## config.mk

```make
export PLATFORM = sky130hd
export DESIGN_NAME = kf8255_strobe_handshake
export DESIGN_NICKNAME = d
export VERILOG_FILES = /design/src/rtl/kf8255_strobe_handshake.sv
export SDC_FILE = /design/constraint.sdc
export NUM_CORES = 1
export LEC_CHECK = 0
export BUFFER_PORTS_ARGS = -buffer_cell sky130_fd_sc_hd__buf_2
export CAP_MARGIN = 20
export CORE_ASPECT_RATIO = 0.8
export CORE_UTILIZATION = 35
export DETAILED_ROUTE_END_ITERATION = 10
export MAX_ROUTING_LAYER = met4
export PLACE_DENSITY = 0.7
export SYNTH_ARGS = -nofsm -noshare
export SYNTH_HDL_FRONTEND = slang
export SYNTH_SLANG_ARGS = --single-unit
export TNS_END_PERCENT = 100
```

## constraint.sdc

```tcl
create_clock -name clock -period 5.1 [get_ports clock]
set_input_delay 0.765 -clock clock [delete_from_list [all_inputs] [get_ports clock]]
set_output_delay 0.765 -clock clock [all_outputs]
set_load 0.1 [all_outputs]
```

## src/rtl/kf8255_strobe_handshake.sv

```systemverilog
// rtl/kf8255_strobe_handshake.sv - 8255 mode 1 strobed-I/O handshake for one group port
module kf8255_strobe_handshake #(
  parameter int SYNC_STAGES = 2
) (
  input  logic       clock,
  input  logic       reset_n,
  input  logic [1:0] mode_select,
  input  logic       port_io,
  input  logic       update_mode,
  input  logic       set_inte,
  input  logic       clear_inte,
  input  logic       strobe_n,
  input  logic [7:0] port_pins_in,
  input  logic       read_port,
  input  logic       write_port,
  output logic [7:0] input_latch,
  output logic       ibf,
  output logic       obf_n,
  output logic       intr,
  output logic       inte
);

  typedef enum logic [2:0] {
    IDLE,
    IN_EMPTY,
    IN_STROBE,
    IN_FULL,
    OUT_EMPTY,
    OUT_FULL,
    OUT_ACK
  } state_t;

  state_t                 state, state_n, cur;
  logic [SYNC_STAGES-1:0] sync_q;
  logic                   strobe_prev, strobe_sync, fall, rise;
  logic                   taken, taken_n;
  logic [7:0]             latch_n;
  logic                   ibf_n, obf_n_n, intr_n, inte_n;
  logic                   active;

  assign active      = (mode_select == 2'b01);
  assign strobe_sync = sync_q[SYNC_STAGES-1];
  assign fall        = strobe_prev & ~strobe_sync;
  assign rise        = ~strobe_prev & strobe_sync;

  // Synchroniser resets to the released (high) level so no edge is seen on reset exit.
  always_ff @(posedge clock or negedge reset_n) begin
    if (!reset_n) begin
      sync_q      <= '1;
      strobe_prev <= 1'b1;
    end else begin
      sync_q      <= {sync_q[SYNC_STAGES-2:0], strobe_n};
      strobe_prev <= strobe_sync;
    end
  end

  always_ff @(posedge clock or negedge reset_n) begin
    if (!reset_n) begin
      state       <= IDLE;
      input_latch <= 8'h00;
      ibf         <= 1'b0;
      obf_n       <= 1'b1;
      intr        <= 1'b0;
      inte        <= 1'b0;
      taken       <= 1'b0;
    end else begin
      state       <= state_n;
      input_latch <= latch_n;
      ibf         <= ibf_n;
      obf_n       <= obf_n_n;
      intr        <= intr_n;
      inte        <= inte_n;
      taken       <= taken_n;
    end
  end

  always_comb begin
    state_n = state;
    latch_n = input_latch;
    ibf_n   = ibf;
    obf_n_n = obf_n;
    intr_n  = intr;
    taken_n = 1'b0;
    inte_n  = inte;
    if (set_inte)   inte_n = 1'b1;
    if (clear_inte) inte_n = 1'b0;
    // IDLE behaves as the empty state of whichever direction port_io selects.
    if (state == IDLE) cur = port_io ? IN_EMPTY : OUT_EMPTY;
    else               cur = state;

    if (update_mode) begin
      state_n = IDLE;
      ibf_n   = 1'b0;
      obf_n_n = 1'b1;
      intr_n  = 1'b0;
      inte_n  = 1'b0;
    end else if (!active) begin
      state_n = IDLE;
      latch_n = 8'h00;
      ibf_n   = 1'b0;
      obf_n_n = 1'b1;
      intr_n  = 1'b0;
    end else begin
      // Flag outputs follow the accepted falling edge by one cycle.
      if (taken && (state == IN_STROBE || state == IN_FULL)) ibf_n = 1'b1;
      if (taken && state == OUT_ACK) obf_n_n = 1'b1;
      case (cur)
        IN_EMPTY, IN_STROBE, IN_FULL: begin
          if (fall) begin
            latch_n = port_pins_in;
            state_n = IN_STROBE;
            intr_n  = 1'b0;
            taken_n = 1'b1;
          end else if (rise && cur == IN_STROBE) begin
            state_n = IN_FULL;
            intr_n  = inte_n;
          end else if (read_port) begin
            intr_n = 1'b0;
            if (cur == IN_FULL) begin
              state_n = IN_EMPTY;
              ibf_n   = 1'b0;
            end
          end
        end
        default: begin
          if (write_port) begin
            state_n = OUT_FULL;
            obf_n_n = 1'b0;
            intr_n  = 1'b0;
          end else if (fall && cur == OUT_FULL) begin
            state_n = OUT_ACK;
            taken_n = 1'b1;
          end else if (rise && cur == OUT_ACK) begin
            state_n = OUT_EMPTY;
            intr_n  = inte_n;
          end
        end
      endcase
      if (clear_inte) begin
        intr_n = 1'b0;
      end else if (set_inte && ((state == IN_FULL && state_n == IN_FULL) ||
                                (state == OUT_EMPTY && state_n == OUT_EMPTY))) begin
        intr_n = 1'b1;
      end
    end
  end

endmodule

```

Word-level counts from Yosys, hierarchy flattened
Cells that the tools add are included.
- flip-flop bits (word level): 19
- memory bits (writable): 0
- output and inout bits: 12
- input bits: 19
- ROM bits: 0
- memories kept: 0
- bits in latches: 0
- muxes and demuxes: 50
- $add $sub $neg: 0
- shift operators: 0
- equality and inequality tests: 17
- reductions and logical operators: 14
- bitwise gates (word level): 5
- $lt $le $gt $ge: 0
- divide/modulo/power cells: 0
- multipliers: 0
- operators by type and width (cell ; number):
    3-bit two-way mux ; 14
    1-bit two-way mux ; 33
    8-bit two-way mux ; 3
    3-bit by 2-bit == test with 1-bit output, second input constant ; 5
    3-bit == test, second input constant ; 5
    1-bit logical AND ; 8
    8-bit != test, second input constant ; 1
    7-bit by 4-bit != test with 1-bit output, second input constant ; 1
    7-bit by 5-bit != test with 1-bit output, second input constant ; 1
    3-bit AND reduction ; 2
    3-bit by 1-bit == test with 1-bit output, second input constant ; 1
    3-bit logical NOT ; 1
    1-bit NOT ; 3
    3-bit OR reduction ; 1
    1-bit bitwise AND ; 2
    2-bit by 1-bit == test with 1-bit output, second input constant ; 1
    1-bit logical OR ; 2
    2-bit by 1-bit != test with 1-bit output, second input constant ; 1
    2-bit != test, second input constant ; 1

Logic depth before layout (Yosys ltp)
Gate-level depths: netlist of run 1.
- depth in word-level cells: 18
- mapped depth: 6
- depth with buffers taken out: 5

Worst setup path after synthesis of run 1
OpenSTA, ideal clock, no wires.
- kind: in2reg
- from: in read_port
- to: reg intr
- stages: 4
- buffers on the path: 0
- data required time: 4980 ps
- arrival: 1670 ps
- slack: 3311 ps
- cells stage by stage: or4_4 > a21oi_2 > mux2i_1 > a31o_1
- cells in the longest elaborated chain, start to end: 14
- ends and longest elaborated chain (what ; line ; text):
    start: declaration ; 14 ; input logic read_port,
    3-bit two-way mux ; 117 ; end else if (read_port) begin
    3-bit two-way mux ; 114 ; end else if (rise && cur == IN_STROBE) begin
    3-bit two-way mux ; 109 ; if (fall) begin
    3-bit two-way mux ; 107 ; case (cur)
    3-bit two-way mux ; 97 ; end else if (!active) begin
    3-bit two-way mux ; 91 ; if (update_mode) begin
    3-bit by 2-bit == test with 1-bit output / 3-bit == test (equally long branches) ; 141, 142 ;
    1-bit logical AND, on equally long branches ; 141, 142 ;
    1-bit logical OR ; 141 ; end else if (set_inte && ((state == IN_FULL && state_n == IN_FULL) ||
    1-bit logical AND ; 141 ;
    1-bit two-way mux ; 141 ;
    1-bit two-way mux ; 139 ; if (clear_inte) begin
    1-bit two-way mux ; 97 ;
    1-bit two-way mux ; 91 ;
    end signal: assignment ; 71 ; intr <= intr_n;
    end: declaration ; 19 ; output logic intr,
Several ways; a longest one is shown, not always the timed one. The select of a mux whose other input is x is not followed.
A chain may end at the register's enable or synchronous reset.

Worst setup path in the final report of run 1
- from: reg obf_n
- to: out obf_n
- RTL lines (what ; line ; text):
    start: declaration ; 18 ; output logic obf_n,
    start signal: assignment ; 70 ; obf_n <= obf_n_n;
No word-level cell between the ends.

==> results of run 1 <==
-- path summary, 6_finish.rpt --
| path | startpoint | slack, ps | endpoint |
|---|---|---|---|
| setup / recovery | obf_n | 3080 | obf_n |
| min in group asynchronous | reset_n | 380 | state[1] |
| max in group asynchronous | reset_n | 4390 | obf_n |
| setup reg to reg | state[0] | 3230 | input_latch[7] |
| hold / removal | sync_q[0] | 360 | sync_q[1] |
| hold reg to reg | sync_q[0] | 360 | sync_q[1] |
-- per-stage QoR --
step	area, um2	std cells	power (W)	worst slack, ps
floorplan	917	86	0.000189	3310
global placement	1090	149	0.000204	3020
detailed placement	1090	149	0.000205	2930
CTS	1120	153	0.000281	3070
global route	1120	153	0.000293	3020
finish	1120	153	0.000277	3080
-- layout make-up --
class	instances	share of cell area
Sequential cell	19	0.429
Multi-Input combinational cell	63	0.370
Timing Repair Buffer	30	0.134
Tap cell	36	0.0402
Clock buffer	4	0.0235
Inverter	1	0.00335
-- sequential cells by signal (all words and copies together), names as in the netlist --
| name | flops |
|---|---|
| input_latch | 8 |
| state | 3 |
| sync_q | 2 |
| ibf | 1 |
| inte | 1 |
| intr | 1 |
| obf_n | 1 |
| strobe_prev | 1 |
| taken | 1 |
-- Yosys cell counts (all sizes together), types with 2 or more instances --
library cell and count:
nor2b 2, nor3 6, dfstp 4, nand2 6, nor2 9, a22o 8, a21oi 5, buf 2
o21ai 5, o21bai 4, dfrtp 15, and2b 2
-- kinds of logic (layout without fill, tap and decap cells) --
kind of cell	count (synthesis)	in the layout
buf+inv	4	35
simple gates	32	32
flops	19	19
compound gates	30	30
mux	1	1
-- per-layer routing --
metal  vias up  global-route usage  part of all wire
li1        382                   -                 -
met1       337               0.209              0.51
met2        32               0.204              0.40
met3         2              0.0541             0.087
met4         0              0.0429            0.0071
met5         -                   -                 0
-- power by group through the flow --
stage / registers (W) / clock network [W] / logic [W]
finish: 0.000159 / 0.0000757 / 0.0000426
global route: 0.000160 / 0.0000868 / 0.0000464
detailed placement: 0.000162 / 0 / 0.0000430
global placement: 0.000162 / 0 / 0.0000426
CTS: 0.000159 / 0.0000791 / 0.0000430
floorplan: 0.000173 / 0 / 0.0000154
==> flow_metrics.tcl, run 1 <==
set metrics [dict create \
    ctsLongestPathBuffers 2 \
    timing.final.hold_violations 0 \
    worst_path_top_cell_family_by_delay "flip-flops" \
    totalNegativeSetupSlack_ps 0 \
    clock-skew-final_ps 0.690 \
    clock_sink_count 19 \
    final.hold.worst_slack_ps 361 \
    dominantRegCellSynth "dfrtp_1" \
    element_type_at_the_critical_path_end "output port" \
    worst_skew_pair.late_latency_ps 290 \
    viasPerCell 4.92 \
    floorplan.rows 16 \
    n_fill_cell 240 \
    root_buffer "clkbuf_4" \
    final.period_utilization 0.395 \
    final_stage_net_count 137 \
    path_depth 1 \
    grt_util_all_layers 0.151 \
    path_max_fanout 2 \
    place.detailed.hpwl_mm 1.35 \
    hold-path-cell-count 0 \
    route.final.wire_length_mm 1.83 \
    globalRouteOverflowTotal 0 \
    cpMaxStageDelayCell "dfstp_2" \
    grt_start_max_net_pins 20 \
    detailedRoute.firstPassIterationCount 4 \
    yosys.area.top_type_share 0.409 \
    port_buffers 30 \
    synth_async_sr_flop_share 1.00 \
    layout.cells.most_common_list "buf_2, dfrtp_1, nor2_1, a22o_1, nand2_1" \
    layout-drive-gt1-share 0.376 \
    critPathRequiredTime_ps 4340 \
    cts_resized 0 \
    netlist-cell-type-count 33 \
    area_occupied_by_multi_input_gates_um2 414 \
    synth_warnings 0 \
    cts_tree "yes" \
    post_synth_and_or_nand_nor_area_fraction 0.198 \
    num_antenna_cells 0 \
    io-pin-count 31 \
    finish.utilization 0.455 \
    main_combinational_cell_family_by_area_after_synthesis "compound AO/OA/AOI/OAI gates" \
    detail-route-antenna-nets 0 \
    total_switching_power_w 0.0000780 \
    post_synth_instance_area_um2 917 \
    die-area_um2 2830 \
    drcViolationCount 0 \
    cp_data_arrival_time_ps 1250 \
    power.share.clock 0.273 \
    die_h_um 47.8 \
    cts-buffers-inserted 3 \
    yosysTopAreaCell "dfrtp_1" \
    first_global_vias 651 \
    dr.first_iter.drc_count 24 \
    yosys_register_bits 19 \
    synth-compound-area-share 0.243 \
    seqCellArea_um2 480 \
    intPower_w 0.000199 \
    antenna_violations_before_repair 0 \
    worst-setup-path-type "reg -> out" \
    netSwitchingFraction 0.281 \
    slew_violations 0 \
    critical_path.cell_chain "buf_2" \
    crit_path_start_kind "flip-flop" \
    routabilityCongestion 0.825 \
    tightest_slew_ps 565 \
    syn2layout_area_growth_pct 22.1 \
    synth_area_per_cell_um2 10.7 \
    synth_enable_flop_cells 0 \
    worstHoldPathType "reg -> reg" \
    result_of_the_run "finished clean" \
    post-cts-setup-buffers 0 \
    synth_xor_xnor_area_share 0 \
    die_w_um 59.2 \
    p_seq_frac 0.573 \
    floorplan.initialDensity 0.372 \
    leading_cell_type_in_the_layout_fill_and_taps_excluded "buf_2" \
    synth_top_cells_by_area "dfrtp_1, dfstp_2, a22o_1, nor2_1, o21bai_1" \
    vdd_ir_drop_max_uv 135 \
    route.vias.total 753 \
    reg2reg_depth 4 \
    powerDensity_nw_per_um2 248 \
    slew_headroom 0.623 \
    synth-adder-area-share 0 \
    wl_per_instance_um 12.0 \
    cts.reportedPaths.clkPinSlew_ps 100 \
    rsz0062_at_grt "no" \
    final_period_demand_of_the_worst_path_ps 2020 \
    cts_hold_buffers 0 \
    slowest_delay_ps 540 \
    power.combinational.fraction 0.154 \
    core_region_area_um2 2460 \
    worst-path-buf-inv 1 \
    leakage_nw 0.557 \
    htree_levels 1 \
    maximum_clock_frequency_mhz 496 \
    netlist_instances 86 \
    post_synth_mux_area_share 0.0109 \
    timing.max_cap.violations 0 \
    timing.final.setup_violations 0 \
    synth.yosys.seq_area_share 0.524 \
    synth_fp_nets 105 \
    wire_length_of_the_first_global_routing_pass_mm 2.98 \
]
(Power assumes the default switching activity.)
==> inputs of run 2 (changes only) <==
clock period = 2.1 ns   (was 5.1 ns; I/O delays follow)
==> run 2 against run 1 <==
Net effect:
- non-clock buffer count up 3
- combinational power rose to 2.6 times the previous value
- first-iteration DRC count down 63%
- clock power rose to 2.5 times the previous value
- die area unchanged
- worst hold slack worse by 270 ps
- clock-buffer cell count down 1
- global-route usage up 1.1 points
- routed wire length up 7.3%
- utilization up 1.2 points
- critical path type is now reg -> reg
- largest cell class unchanged
- highest routed layer unchanged
==> flow_metrics.tcl, run 2 (synthesized netlist as in run 1, its figures left out) <==
set metrics [dict create \
    biggest_registers_after_layout "input_latch x8, state x3, sync_q x2" \
    slew_violations 0 \
    n_fill_cell 246 \
    total_switching_power_w 0.000198 \
    viasPerCell 4.98 \
    crit_path_start_kind "flip-flop" \
    route.vias.total 777 \
    cts-buffers-inserted 3 \
    largest_register_ffs 8 \
    worst_path_top_cell_family_by_delay "flip-flops" \
    ctsLongestPathBuffers 2 \
    leakage_nw 0.570 \
    route.final.wire_length_mm 1.97 \
    seqCellArea_um2 480 \
    core_region_area_um2 2460 \
    floorplan.rows 16 \
    clock-skew-final_ps 12.1 \
    tightest_slew_ps 522 \
    rsz0062_at_grt "no" \
    cts.reportedPaths.clkPinSlew_ps 120 \
    result_of_the_run "finished clean" \
    totalNegativeSetupSlack_ps 0 \
    final_period_demand_of_the_worst_path_ps 1720 \
    p_seq_frac 0.562 \
    cts_hold_buffers 1 \
    place.detailed.hpwl_mm 1.48 \
    powerDensity_nw_per_um2 596 \
    power.combinational.fraction 0.160 \
    hold-path-cell-count 1 \
    port_buffers 30 \
    slowest_delay_ps 600 \
    floorplan.initialDensity 0.372 \
    power.share.clock 0.278 \
    detail-route-antenna-nets 0 \
    root_buffer "clkbuf_4" \
    critical_path.cell_chain "nor2b_1 -> or4_4 -> a21oi_2 -> mux2i_1 -> a31o_1" \
    cpMaxStageDelayCell "dfstp_2" \
    timing.max_cap.violations 0 \
    cp_data_arrival_time_ps 1920 \
    timing.final.hold_violations 0 \
    worst-setup-path-type "reg -> reg" \
    element_type_at_the_critical_path_end "flip-flop" \
    clock_sink_count 19 \
    netSwitchingFraction 0.290 \
    worstHoldPathType "in -> reg" \
    reg2reg_depth 5 \
    htree_levels 1 \
    io-pin-count 31 \
    routabilityCongestion 0.829 \
    syn2layout_area_growth_pct 25.2 \
    num_antenna_cells 0 \
    vdd_ir_drop_max_uv 337 \
    die_w_um 59.2 \
    intPower_w 0.000486 \
    grt_util_all_layers 0.161 \
    timing.final.setup_violations 0 \
    path_depth 5 \
    final.hold.worst_slack_ps 91.5 \
    final_stage_net_count 140 \
    antenna_violations_before_repair 0 \
    first_global_vias 676 \
    post-cts-setup-buffers 0 \
    maximum_clock_frequency_mhz 582 \
    wl_per_instance_um 12.6 \
    slew_headroom 0.650 \
    area_occupied_by_multi_input_gates_um2 414 \
    grt_start_max_net_pins 20 \
    globalRouteOverflowTotal 0 \
    worst_skew_pair.late_latency_ps 300 \
    critPathRequiredTime_ps 2310 \
    worst-path-buf-inv 0 \
    final.period_utilization 0.818 \
    die-area_um2 2830 \
    layout.cells.most_common_list "buf_2, dfrtp_1, nor2_1, a22o_1, nand2_1" \
    leading_cell_type_in_the_layout_fill_and_taps_excluded "buf_2" \
    dr.first_iter.drc_count 9 \
    largest-register "input_latch" \
    layout-drive-gt1-share 0.392 \
    wire_length_of_the_first_global_routing_pass_mm 3.08 \
    cts_resized 0 \
    detailedRoute.firstPassIterationCount 4 \
    die_h_um 47.8 \
    path_max_fanout 7 \
    drcViolationCount 0 \
    cts_tree "yes" \
]
run 2: layout make-up:
type,instances,share of cell area
Sequential cell,19,0.418
Multi-Input combinational cell,63,0.361
Timing Repair Buffer,33,0.153
Tap cell,36,0.0392
Clock buffer,3,0.0196
Clock inverter,1,0.00654
Inverter,1,0.00327
run 2: metrics by stage:
step           std cells  cell area (um2)  total power [W]   util  worst slack [ps]
2_1_floorplan         86              917         0.000458      -               482
3_3_place_gp         151             1110         0.000498  0.450               444
3_5_place_dp         151             1110         0.000500  0.450               399
4_1_cts              156             1150         0.000691  0.466               377
5_1_grt              156             1150         0.000720  0.466               243
6_report             156             1150         0.000684  0.466               383
run 2: worst paths after layout:
path,from,end,slack [ps]
min reg2reg,sync_q[0],sync_q[1],360
max in group asynchronous,reset_n,obf_n,1290
max reg2reg,sync_q[1],intr,380
min,strobe_n,sync_q[0],90
min in group asynchronous,reset_n,intr,470
max,sync_q[1],intr,380
run 2: layer usage:
| metal | GRT usage | vias to the layer above | routed length (um) |
|---|---|---|---|
| met1 | 0.228 | 358 | 979 |
| li1 | - | 385 | - |
| met3 | 0.0405 | 4 | 117 |
| met4 | 0.0857 | 0 | 34 |
| met5 | - | - | 0 |
| met2 | 0.209 | 30 | 834 |
run 2: power groups by stage:
stage / Sequential, W / Combinational (W) / Clock [W]
6_report: 0.000385 / 0.000109 / 0.000190
4_1_cts: 0.000385 / 0.000110 / 0.000196
3_3_place_gp: 0.000391 / 0.000107 / 0
3_5_place_dp: 0.000391 / 0.000109 / 0
5_1_grt: 0.000387 / 0.000119 / 0.000214
2_1_floorplan: 0.000421 / 0.0000374 / 0
